<file path="src/rtl/reg_file_pkg.sv">
// ----------------------------------------------------------------------------
// reg_file_pkg
// Shared constants and types for the 16-bit RISC register file.
//   DATA_W   : register / data-port width
//   ADDR_W   : register-address width
//   NUM_REGS : register count, always 2**ADDR_W
// Optional feature macro used by the files importing this package:
//   REGFILE_BYPASS_EN : compile in write-to-read forwarding
// ----------------------------------------------------------------------------
package reg_file_pkg;

  localparam int DATA_W   = 16;
  localparam int ADDR_W   = 4;
  localparam int NUM_REGS = 2 ** ADDR_W;

  typedef logic [DATA_W-1:0] data_t;
  typedef logic [ADDR_W-1:0] addr_t;

  // True when a read address targets the register being written this cycle.
  function automatic logic addr_match(input addr_t raddr, input addr_t waddr);
    return (raddr == waddr);
  endfunction

endpackage : reg_file_pkg

</file>
<file path="src/rtl/reg_file_rd_port.sv">
// ----------------------------------------------------------------------------
// reg_file_rd_port
// One asynchronous read port: a NUM_REGS:1 mux over the stored registers,
// plus (REGFILE_BYPASS_EN only) a forwarding compare against the write port.
// Ports:
//   regs_i : stored register contents
//   raddr  : read address
//   rst    : reset (bypass build only; forwarding is suppressed in reset)
//   waddr  : write address (bypass build only)
//   wdata  : write data    (bypass build only)
//   rdata  : read data, purely combinational
// Macro: REGFILE_BYPASS_EN adds the forwarding path and its ports. Without it
// there is no path from the write data to rdata.
// ----------------------------------------------------------------------------
module reg_file_rd_port
  import reg_file_pkg::*;
(
  input  data_t regs_i [NUM_REGS],
  input  addr_t raddr,
`ifdef REGFILE_BYPASS_EN
  input  logic  rst,
  input  addr_t waddr,
  input  data_t wdata,
`endif
  output data_t rdata
);

  always_comb begin
    rdata = regs_i[raddr];
`ifdef REGFILE_BYPASS_EN
    // The write port has no enable, so any non-reset cycle is a write; a
    // reader of the same register sees the value that will land at the edge.
    if (!rst && addr_match(raddr, waddr)) begin
      rdata = wdata;
    end
`endif
  end

endmodule : reg_file_rd_port

</file>
<file path="src/rtl/reg_file.sv">
// ----------------------------------------------------------------------------
// reg_file
// 16 x 16-bit general-purpose register file: two asynchronous read ports
// (A, B) and one synchronous write port with no enable.
// Ports:
//   clk     : rising-edge clock
//   rst     : synchronous active-high reset, clears every register
//   rs, rt  : read addresses for ports A and B
//   rd      : write address, written on every non-reset edge
//   data_in : write data
//   A, B    : contents of registers rs and rt
// Macro: REGFILE_BYPASS_EN compiles in write-to-read forwarding on A and B.
// Handshake note: there is no valid/ready pairing here; every cycle with
// rst=0 is an accepted write, so upstream must park rd/data_in on a harmless
// target when it has nothing to write.
// ----------------------------------------------------------------------------
module reg_file
  import reg_file_pkg::*;
(
  input  logic              clk,
  input  logic              rst,
  input  logic [ADDR_W-1:0] rs,
  input  logic [ADDR_W-1:0] rt,
  input  logic [ADDR_W-1:0] rd,
  input  logic [DATA_W-1:0] data_in,
  output logic [DATA_W-1:0] A,
  output logic [DATA_W-1:0] B
);

  data_t regs_q [NUM_REGS];
  data_t regs_d [NUM_REGS];

  // Next state: hold everything, overwrite the addressed register.
  always_comb begin
    for (int i = 0; i < NUM_REGS; i++) begin
      regs_d[i] = regs_q[i];
    end
    regs_d[rd] = data_in;
  end

  // Reset wins over the write on the same edge. r0 is an ordinary register.
  always_ff @(posedge clk) begin
    if (rst) begin
      for (int i = 0; i < NUM_REGS; i++) begin
        regs_q[i] <= '0;
      end
    end else begin
      for (int i = 0; i < NUM_REGS; i++) begin
        regs_q[i] <= regs_d[i];
      end
    end
  end

  reg_file_rd_port u_port_a (
    .regs_i (regs_q),
    .raddr  (rs),
`ifdef REGFILE_BYPASS_EN
    .rst    (rst),
    .waddr  (rd),
    .wdata  (data_in),
`endif
    .rdata  (A)
  );

  reg_file_rd_port u_port_b (
    .regs_i (regs_q),
    .raddr  (rt),
`ifdef REGFILE_BYPASS_EN
    .rst    (rst),
    .waddr  (rd),
    .wdata  (data_in),
`endif
    .rdata  (B)
  );

endmodule : reg_file

</file>
<file path="config.mk">
export PLATFORM = sky130hd
export DESIGN_NAME = reg_file
export DESIGN_NICKNAME = d
export VERILOG_FILES = /design/src/rtl/reg_file_pkg.sv /design/src/rtl/reg_file_rd_port.sv /design/src/rtl/reg_file.sv
export SDC_FILE = /design/constraint.sdc
export NUM_CORES = 1
export LEC_CHECK = 0
export ABC_AREA = 1
export BUFFER_PORTS_ARGS = -buffer_cell sky130_fd_sc_hd__buf_2
export CAP_MARGIN = 15
export CORE_UTILIZATION = 55
export DETAILED_ROUTE_END_ITERATION = 16
export GPL_TIMING_DRIVEN = 0
export PLACE_DENSITY = 0.83
export SYNTH_ARGS = -nofsm -noshare
export SYNTH_HDL_FRONTEND = slang
export SYNTH_SLANG_ARGS = --single-unit
</file>
<file path="constraint.sdc">
create_clock -name clk -period 1.1 [get_ports clk]
set_input_delay 0.22 -clock clk [delete_from_list [all_inputs] [get_ports clk]]
set_output_delay 0.22 -clock clk [all_outputs]
set_load 0.02 [all_outputs]
</file>
Word-level counts from Yosys, hierarchy flattened

Cells that the tools add are included.

Add/subtract/negate cells: 0
Multiply operators: 0
Div/mod/pow operators: 0
Order comparisons: 4
Eq/ne operators: 0
Shifts and indexed selects: 0
Mux-type cells: 9
Bitwise operators: 3
Reductions and logical operators: 1

Operators by type and width:

| cell                 | count |
|---|---|
| $bwmux W256          | 1 |
| $bmux W16 S4         | 2 |
| $mux W16             | 5 |
| $demux W16 S4        | 1 |
| $ge A5 B5 Y1 const B | 3 |
| $not A4 Y5           | 3 |
| $lt A5 B1 Y1 const B | 1 |
| $logic_and A1 B1 Y1  | 1 |

Flip-flop bits (word level): 256
Latch bits: 0
RAM bits: 0
Memory bits (read-only): 0
Bits of input ports: 30
Output and inout port bits: 32
Word-level logic and storage cells: 33
Memories: 0

Logic depth before layout (Yosys ltp)

Gate-level depths: netlist of run 1.

Depth after elaboration: 6
Depth in mapped cells: 8
Gate-level depth less buffers: 6

Modules after synthesis

Synthesis of run 1 repeated with hierarchy kept, for this count alone.

Cells, all modules: 2991
Area total of the unflattened synthesis: 16524.6 um^2

Modules (own cells, without submodules):

| module           | instances | cells each | area each (um^2) | sequential area each (um^2) |
|---|---|---|---|---|
| reg_file         | 1         | 1441       | 9990.8           | 5124.9 |
| reg_file_rd_port | 2         | 775        | 3266.9           | 0.0 |

Worst setup path after synthesis of run 1

OpenSTA, ideal clock, no wires.

Path kind: input -> output
Start: input rt[2]
End: output B[0]
Arrival time: 1055 ps
Data required time: 880 ps
Slack: -175 ps
Cell stages on the path: 6
Buffers on the path: 2
Cell sequence: clkbuf_1 > inv_1 > clkbuf_1 > nand3_1 > nand3_1 > nand2_1

Word-level cells in the longest chain between the ends: 4

Ends and longest elaborated chain:

| what                                         | RTL line               | source |
|---|---|---|
| from (decl)                                  | reg_file.sv:23         | `input logic [ADDR_W-1:0] rt,` |
| $not A4 Y5 (implied by the code)             | reg_file_rd_port.sv:29 | `rdata = regs_i[raddr];` |
| $bmux W16 S4                                 | reg_file_rd_port.sv:29 |  |
| $mux W16 (implied by the code) (2 in series) | reg_file_rd_port.sv:29 |  |
| to (decl)                                    | reg_file.sv:27         | `output logic [DATA_W-1:0] B` |

Every way passes these cells. The select of a mux whose other input is x is not followed.

Worst setup path in the final report of run 1

Start: register regs_q[232] (netlist bit)
End: output B[8]

Word-level cells in the longest chain between the ends: 3

Ends and longest elaborated chain:

| what                                         | RTL line               | source |
|---|---|---|
| from (decl)                                  | reg_file.sv:30         | `data_t regs_q [NUM_REGS];` |
| from (signal, indexed assignment)            | reg_file.sv:49         | `regs_q[i] <= regs_d[i];` |
| $bmux W16 S4                                 | reg_file_rd_port.sv:29 |  |
| $mux W16 (implied by the code) (2 in series) | reg_file_rd_port.sv:29 |  |

Every way passes these cells. The select of a mux whose other input is x is not followed.

==> qor.csv, run 1 <==
metric,value,unit
"Reg clk slew, reported paths",0.06,ns
routed via count,18868,
Reg with most FFs,regs_q,
failing checks,setup timing,
f_max,506,MHz
fin. max-slew vios,0,
Tcrit/Tclk final,180,%
sequential cell area fraction in the yosys report,35.5,%
area share of the largest cell type after synthesis,35.5,%
VDD IR max,0.00132,V
slew margin rel.,46.0,%
Tot Pwr,26.5,mW
Nets,2419,
placed cell areas,0.0156,mm^2
Final min period,1.98,ns
Global Route met3 Usage,20.1,%
final instance area,0.0200,mm^2
DRC violations left,0,
proportion of layout cells with a drive suffix above 1,45.9,%
Synth Register Bits,256,
biggest area consumer among synthesized cells,dfxtp_1,
area of the mapped netlist,0.0144,mm^2
CTS tree,done,
dpl ws,-0.895,ns
vias in the first global route,16827,
CTS root buf,clkbuf_16,
largest family of logic cells by synthesized area,simple AND/OR/NAND/NOR gates,
total of max-cap violations,0,
dpl hpwl,53600,um
PnR worst setup slack,-0.878,ns
H-tree levels,1,
Cells after Synth,2264,
CP arrival,1.76,ns
Post-Route WL,79000,um
Die W,164,um
wire per inst,28.8,um
Pre-antenna DRT Iters,7,
Synth warnings,0,
core footprint,0.0255,mm^2
global-route wire length before repair,108000,um
Synth Area in Simple Gates,37.1,%
PD cells,1320,mW/mm^2
Site Rows,58,
leading registers by flop count,regs_q x256,
vias per inst,6.88,
die outline area,0.0269,mm^2
"antenna viol nets, final",0,
First DRT Iteration DRCs,3181,
status,finished with violations,
xor/xnor cell area share of the yosys netlist,0,%
Sink Count,256,
Crit Path Category,reg2out,
synth unique cells,12,
aggregate global-route resource usage,56.2,%
GR Overflow Total,0,
CTS Buffer Depth,3,
Pleak,8.63,nW
Worst setup SP type,flip-flop,
RSZ-0062 raised after global routing,true,
Setup crit end kind,primary output,
Port-buffer cells,40,
M2 GR Usage,82.8,%
adder-cell share of the synthesized area,0,%
TNS Setup,-23.36,ns
gpl congestion,1.17,
worst hold-check path type,in2reg,
Largest register FFs,256,
Top Ports,62,
crit-path max FO,3,
RR Startpoint,regs_q[238],
initial antenna violation count,4,
Post-Syn Area per Cell,6.37,um^2
mux contribution to synthesized area,0,%
final hold violations,0,
worst-margin pin slew,0.810,ns
initial core utilization,56.6,%
Crit. Startpoint,regs_q[232],
complex-gate fraction of the synthesized area,13.9,%
Synth-to-Final Area Change,38.7,%
Fin Hold WS,0.109,ns
HP Start,rst,
Crit path required time,0.88,ns
Die Y,164,um
largest net degree at the start of global routing,14,
Worst-Skew Late Latency,0.57,ns
global route hottest layer,met2,
clock buffer count from CTS,28,
# hold bufs at CTS,0,
Register-to-Register Setup Slack,0.02,ns
synth top area cells,"dfxtp_1 (36%), nand3_1 (16%), nand2_1 (15%)",
final setup fails,51,
M1 GR Usage,65.0,%
clk_skew,0,ns
syn_nets,2294,
critical path: stages, from the launching register on:
cell and delay [ns]:
dfxtp_2 0.32, inv_2 0.06, nand2_2 0.06, nand3_2 0.23, nand3_2 0.19, nand3_4 0.11
nand2_2 0.11, buf_6 0.11
layer usage:
metal  vias up  share of wire, %
met5         -             0.081
met3       687                15
met1      8653                33
met4         4                11
li1       7648                 -
met2      1876                40
Yosys cell counts:
cell type  count
nand2_1      562
nand3_1      448
inv_1        268
nor2_1       258
dfxtp_1      256
a211oi_1     241
buf_2        119
clkbuf_1      68
buf_1         23
a211oi_2      15
nor2_2         4
inv_2          2
where the power goes:
part / internal (mW) / total [mW] / switching [mW]
logic: 2.00 / 6.39 / 4.40
clock network: 6.11 / 10.3 / 4.17
registers: 9.64 / 9.79 / 0.152
total: 17.7 / 26.5 / 8.72
kinds of logic (layout without fill, tap and decap cells):
family / after synthesis / after routing
simple gates: 1272 / 1272
buf+inv: 480 / 626
compound gates: 256 / 256
flops: 256 / 256
other cells: 0 / 3
cell usage in the layout, fill, tap and decap left out, drive strengths merged:
cell type / n
clkinvlp: 2
diode: 3
dfxtp: 256
clkbuf: 110
nand2: 562
inv: 270
nor2: 262
a211oi: 256
clkinv: 3
bufinv: 3
nand3: 448
buf: 238
repair_timing:
item | 4_1_cts | 5_1_grt
pin swaps | 144 | 162
endpoints found under the setup margin | 183 | 105
gates resized for setup | 555 | 415
buffers inserted | 30 | 25
cell type report:
class | instances | area, um^2
multi-input combinational | 1528 | 9950
fill | 1762 | 5470
sequential | 256 | 5270
buffer | 210 | 1500
inverter | 270 | 1060
clock buffer | 43 | 868
timing repair buffer | 95 | 810
tap | 330 | 413
clock inverter | 8 | 124
antenna | 3 | 7.51
per-stage QoR:
step / cells / util [%]
floorplan: 2264 / -
finish: 2743 / 78.5
global placement: 2634 / 61.3
CTS: 2715 / 72.4
global route: 2740 / 78.5
detailed placement: 2634 / 61.3
final timing paths:
check                              endpoint  cells past startpoint
worst min-delay path            regs_q[243]                      2
worst min register to register  regs_q[178]                      2
worst max-delay path                   B[8]                      7
worst max register to register  regs_q[238]                      4
(Power assumes the default switching activity.)
==> run 2: changes to the inputs <==
--- a/config.mk
+++ b/config.mk
@@ -5,12 +5,12 @@
 export SDC_FILE = /design/constraint.sdc
 export NUM_CORES = 1
 export LEC_CHECK = 0
-export ABC_AREA = 1
 export BUFFER_PORTS_ARGS = -buffer_cell sky130_fd_sc_hd__buf_2
 export CAP_MARGIN = 15
 export CORE_UTILIZATION = 55
 export DETAILED_ROUTE_END_ITERATION = 16
 export GPL_TIMING_DRIVEN = 0
+export MAX_ROUTING_LAYER = met4
 export PLACE_DENSITY = 0.83
 export SYNTH_ARGS = -nofsm -noshare
 export SYNTH_HDL_FRONTEND = slang
==> qor.csv, run 2 <==
metric,value,unit,change
Final min period,2.16,ns,+0.186 ns
asr flop ratio synth,0,%,unchanged
Worst-Skew Late Latency,0.55,ns,-0.02 ns
Port-buffer cells,40,,unchanged
Commonest cells post-synth,"nand2_1 (544), a21oi_1 (256), dfxtp_1 (256), mux4_2 (128), clkbuf_1 (67)",,
mux contribution to synthesized area,21.9,%,+22 points
Synth-to-Final Area Change,22.0,%,
leading registers by flop count,regs_q x256,,
syn_nets,1486,,-35%
final instance area,0.0161,mm^2,-20%
GR Overflow Total,0,,unchanged
wire per inst,23.3,um,-19%
Worst setup SP type,flip-flop,,
proportion of layout cells with a drive suffix above 1,32.7,%,-13 points
synth unique cells,26,,+14
Sink Count,256,,unchanged
CTS tree,done,,
placed cell areas,0.0145,mm^2,-7.1%
complex-gate fraction of the synthesized area,13.4,%,-0.48 points
First DRT Iteration DRCs,1799,,-43%
"CP delay by family, top",multiplexers,,
dpl hpwl,30600,um,-43%
clock power share,47.1,%,+8.2 points
HP Start,data_in[15],,
most frequent cells in the layout,"nand2_1 (509), a21oi_1 (255), dfxtp_1 (213), mux4_2 (128), a22oi_2 (62)",,
Pleak,5.50,nW,-36%
P_sw,5.73,mW,-34%
die outline area,0.0246,mm^2,-8.5%
RR Startpoint,regs_q[109],,
CTS root buf,clkbuf_16,,
sequential cell area fraction in the yosys report,38.9,%,+3.4 points
CP arrival,1.94,ns,+0.18 ns
largest family of logic cells by synthesized area,multiplexers,,
# diodes,0,,-3
Tcrit/Tclk final,197,%,+17 points
cells on worst reg2reg path,2,,-2
crit-path max FO,3,,unchanged
slew margin rel.,49.1,%,+3.1 points
f_max,462,MHz,-8.6%
hold path depth,3,,+1
area of the mapped netlist,0.0132,mm^2,-8.6%
"count leader, synth",nand2_1,,
PnR worst setup slack,-1.06,ns,-0.186 ns
Nets,1575,,-35%
RSZ-0062 raised after global routing,true,,
"Reg clk slew, reported paths",0.06,ns,about the same
Site Rows,56,,-3.4%
synth top area cells,"dfxtp_1 (39%), mux4_2 (22%), nand2_1 (15%)",,
Post-synth EDFFs,0,,unchanged
Net Sw Frac,25.0,%,-8.0 points
adder-cell share of the synthesized area,0,%,unchanged
Reg with most FFs,regs_q,,
clk_skew,0,ns,unchanged
fillers,1725,,-2.1%
Post-Route WL,44000,um,-44%
global-route wire length before repair,67200,um,-38%
routed via count,12433,,-34%
xor/xnor cell area share of the yosys netlist,0,%,unchanged
core footprint,0.0235,mm^2,-7.8%
final hold violations,0,,unchanged
"slowest stage delay, CP",0.48,ns,+0.16 ns
"commonest non-fill, non-tap cell in the layout",nand2_1,,
gpl congestion,0.974,,-16%
biggest area consumer among synthesized cells,dfxtp_1,,
Crit. Startpoint,regs_q[107],,
Fin Hold WS,0.0296,ns,-0.0792 ns
Power Internal,17.2,mW,-2.8%
vias per inst,6.59,,-4.2%
vias in the first global route,12072,,-28%
slowest CP cell,mux4_2,,
VDD IR max,0.00111,V,-16%
Post-Syn Area per Cell,9.05,um^2,+42%
worst hold-check path type,in2reg,,
initial antenna violation count,0,,-4
total of max-cap violations,0,,unchanged
clock buffer count from CTS,28,,unchanged
Crit path required time,0.88,ns,about the same
PD cells,1430,mW/mm^2,+8.0%
main flop type after synthesis,dfxtp_1,,
aggregate global-route resource usage,37.3,%,-19 points
status,finished with violations,,
Die Y,157,um,-4.4%
Synth warnings,0,,unchanged
Cells after Synth,1456,,-36%
Crit Path Category,reg2out,,
Largest register FFs,256,,unchanged
Pre-antenna DRT Iters,6,,-1
Top Ports,62,,unchanged
"antenna viol nets, final",0,,unchanged
H-tree levels,1,,unchanged
final setup fails,32,,-37%
fin. max-slew vios,0,,unchanged
crit path buf inv count,1,,-1
Die W,157,um,-4.4%
Register-to-Register Setup Slack,0.32,ns,+0.30 ns
CTS Buffer Depth,3,,unchanged
crit-path cells,mux4_2 > a22oi_2 > nand2_2 > buf_6,,
# hold bufs at CTS,0,,unchanged
worst-margin pin slew,0.764,ns,-0.0463 ns
Logic pwr share,11.0,%,-13 points
Synth Area in Simple Gates,18.8,%,-18 points
failing checks,setup timing,,
Stages on worst setup path,4,,-3
DRC violations left,0,,unchanged
area share of the largest cell type after synthesis,38.9,%,+3.4 points
Setup crit end kind,primary output,,
Sequential Power Share,41.9,%,+4.9 points
largest net degree at the start of global routing,14,,unchanged
initial core utilization,56.1,%,-0.47 points
Synth Register Bits,256,,unchanged
==> run 2: final cells by class <==
type	instances	area [um^2]	share of cell area, %
multi-input cells	1032	7550	47.0
repair buffers	67	553	3.44
clock buffers	36	802	4.99
well taps	319	399	2.48
plain buffers	160	1330	8.30
clock inverters	16	258	1.60
flip-flops and latches	256	5180	32.2
==> run 2: worst reg2reg max path: cells and delay by family, from the launching register on <==
kind             cells  cell delay [ns]
flip-flops           1             0.40
AO/OA/AOI/OAI        1             0.22
AND/OR/NAND/NOR      1             0.07
==> run 2: what timing repair did <==
action / in CTS / in global routing
endpoints found under the setup margin: 83 / 130
buffers inserted: 10 / 16
endpoints found under the hold margin: 0 / 0
resized for setup: 67 / 69
gates cloned: 0 / 1
pin swaps: 37 / 23
==> run 2: stage by stage <==
| stage | total power [mW] | util [%] | setup TNS (ns) | cells | worst slack, ns |
|---|---|---|---|---|---|
| floorplan | 11.5 | - | -32.31 | 1456 | -0.403 |
| global placement | 12.1 | 61.8 | -137.65 | 1815 | -1.28 |
| detailed placement | 12.1 | 61.8 | -144.66 | 1815 | -1.25 |
| CTS | 22.7 | 67.4 | -30.35 | 1876 | -1.02 |
| global route | 23.5 | 68.5 | -31.46 | 1886 | -1.07 |
| finish | 23.0 | 68.5 | -30.96 | 1886 | -1.06 |
==> run 2: path summary, 6_finish.rpt <==
check,end
setup reg to reg,regs_q[109]
hold / removal,regs_q[79]
hold reg to reg,regs_q[80]
setup / recovery,B[11]
==> run 2: layer usage <==
layer | GRT usage, % | vias up | wire (um)
li1 | - | 5274 | -
met1 | 46.6 | 5952 | 15400
met2 | 57.1 | 985 | 20300
met3 | 7.59 | 222 | 5600
met4 | 19.6 | 0 | 2620
met5 | - | - | 0
==> run 2: cell families (layout without fill, tap and decap cells) <==
group / after synthesis / in the layout
AO/OA/AOI/OAI: 320 / 320
buffers and inverters: 168 / 279
flip-flops: 256 / 256
multiplexers: 128 / 128
AND/OR/NAND/NOR: 584 / 584
==> run 2: power by group through the flow <==
stage	logic [mW]	clock network, mW	registers [mW]
floorplan	1.71	0	9.76
global route	2.65	11.2	9.64
global placement	2.28	0	9.79
finish	2.53	10.8	9.63
detailed placement	2.33	0	9.82
CTS	2.41	10.7	9.61
==> run 3: changes to the inputs <==
--- a/config.mk
+++ b/config.mk
@@ -11,7 +11,7 @@
 export DETAILED_ROUTE_END_ITERATION = 16
 export GPL_TIMING_DRIVEN = 0
 export MAX_ROUTING_LAYER = met4
-export PLACE_DENSITY = 0.83
+export PLACE_DENSITY = 0.75
 export SYNTH_ARGS = -nofsm -noshare
 export SYNTH_HDL_FRONTEND = slang
 export SYNTH_SLANG_ARGS = --single-unit
==> qor.csv, run 3 (same netlist as run 2, synthesis figures left out) <==
metric,value,unit,change
Largest register FFs,256,,unchanged
core footprint,0.0235,mm^2,unchanged
dpl cells,1815,,unchanged
PD cells,1340,mW/mm^2,-5.9%
vias per inst,6.40,,-2.9%
leading registers by flop count,regs_q x256,,
placed cell areas,0.0145,mm^2,unchanged
slew margin rel.,47.0,%,-2.0 points
CP arrival,1.89,ns,-0.05 ns
Register-to-Register Setup Slack,0.37,ns,+0.05 ns
CTS Buffer Depth,3,,unchanged
fin. max-slew vios,0,,unchanged
Pleak,5.42,nW,-1.6%
Sink Count,256,,unchanged
RR Startpoint,regs_q[76],,
R2R Path End,regs_q[76],,
Pre-antenna DRT Iters,7,,+1
Top Ports,62,,unchanged
Die W,157,um,unchanged
CTS tree,done,,
total of max-cap violations,0,,unchanged
global-route wire length before repair,65600,um,-2.4%
Worst-Skew Late Latency,0.55,ns,about the same
hold path depth,3,,unchanged
final hold violations,0,,unchanged
GR Overflow Total,0,,unchanged
DRC violations left,0,,unchanged
largest net degree at the start of global routing,14,,unchanged
aggregate global-route resource usage,36.8,%,-0.50 points
Crit Path Category,reg2out,,
dpl hpwl,30900,um,+0.85%
PnR worst setup slack,-1.01,ns,+0.0550 ns
worst hold-check path type,in2reg,,
worst-margin pin slew,0.795,ns,+0.0306 ns
RSZ-0062 raised after global routing,true,,
CTS root buf,clkbuf_16,,
Post-Route WL,43600,um,-0.93%
cells on worst reg2reg path,3,,+1
die outline area,0.0246,mm^2,unchanged
final setup fails,32,,unchanged
Port-buffer cells,40,,unchanged
Min-Delay Endpoint,regs_q[52],,
proportion of layout cells with a drive suffix above 1,31.7,%,-0.94 points
# hold bufs at CTS,0,,unchanged
vias in the first global route,11542,,-4.4%
routed via count,12061,,-3.0%
"commonest non-fill, non-tap cell in the layout",nand2_1,,
failing checks,setup timing,,
Final min period,2.11,ns,-0.0550 ns
dpl ws,-1.32,ns,-0.0663 ns
Setup crit end kind,primary output,,
HP Start,data_in[4],,
clk_skew,0,ns,unchanged
VDD IR max,0.000782,V,-29%
status,finished with violations,,
Worst setup SP type,flip-flop,,
Site Rows,56,,unchanged
initial core utilization,56.1,%,unchanged
"antenna viol nets, final",0,,unchanged
Crit path required time,0.88,ns,about the same
initial antenna violation count,0,,unchanged
Die Y,157,um,unchanged
Tcrit/Tclk final,192,%,-5.0 points
crit-path max FO,3,,unchanged
Fin Hold WS,0.0461,ns,+0.0165 ns
clock buffer count from CTS,28,,unchanged
Synth-to-Final Area Change,20.4,%,
final instance area,0.0159,mm^2,-1.3%
wire per inst,23.1,um,-0.88%
Nets,1576,,+0.063%
gpl congestion,0.934,,-4.1%
"Reg clk slew, reported paths",0.06,ns,about the same
most frequent cells in the layout,"nand2_1 (512), a21oi_1 (255), dfxtp_1 (221), mux4_2 (128), a22oi_2 (63)",,
First DRT Iteration DRCs,1600,,-11%
H-tree levels,1,,unchanged
Reg with most FFs,regs_q,,
Finished Layout Cells,1885,,-0.053%
f_max,474,MHz,+2.6%
# diodes,0,,unchanged
run 3: worst max-delay path by stage:
stage | start | cells past startpoint | end | slack (ns)
finish | regs_q[67] | 4 | A[3] | -1.01
CTS | regs_q[4] | 4 | B[4] | -1.0
floorplan | rs[0] | 5 | A[10] | -0.40
global route | regs_q[12] | 4 | B[12] | -1.01
global placement | rt[2] | 6 | B[5] | -1.33
detailed placement | rt[2] | 6 | B[5] | -1.32
run 3: cell type report:
type                            instances  area, um^2
Buffer                                163        1360
Clock buffer                           43         848
Clock inverter                          7        37.5
Fill cell                            1811        7600
Multi-Input combinational cell       1032        7550
Sequential cell                       256        5170
Tap cell                              319         399
Timing Repair Buffer                   65         509
run 3: routing by layer:
metal	global-route usage [%]	routed length [um]	vias up
met1	48.2	16600	5846
met3	5.18	4590	153
met2	55.4	20000	795
met5	-	0	-
li1	-	-	5267
met4	19.3	2390	0
run 3: what timing repair did:
item | CTS | global route
setup endpoints to repair | 92 | 110
pin swaps | 37 | 10
setup buffers | 16 | 8
cloned | 0 | 1
gates resized for setup | 74 | 46
run 3: power breakdown:
| group | total, mW | leakage (nW) | internal (mW) | switching, mW |
|---|---|---|---|---|
| Combinational | 2.53 | 2.89 | 0.994 | 1.54 |
| Sequential | 9.62 | 2.09 | 9.48 | 0.144 |
| Clock | 9.19 | 0.440 | 5.26 | 3.92 |
| Total | 21.3 | 5.42 | 15.7 | 5.60 |
run 3: worst max-delay path, cell delays in order (launching register included):
cell	delay (ns)
dfxtp_2	0.33
mux4_2	0.48
a22oi_2	0.27
nand2_2	0.12
buf_6	0.14
run 3: through the flow:
step	power (mW)	TNS (ns)	util, %
after floorplan	11.5	-32.31	-
after global placement	12.1	-142.86	61.8
after detailed placement	12.2	-150.18	61.8
after CTS	21.2	-30.27	67.0
after global routing	21.8	-31.11	67.6
final	21.3	-30.50	67.6
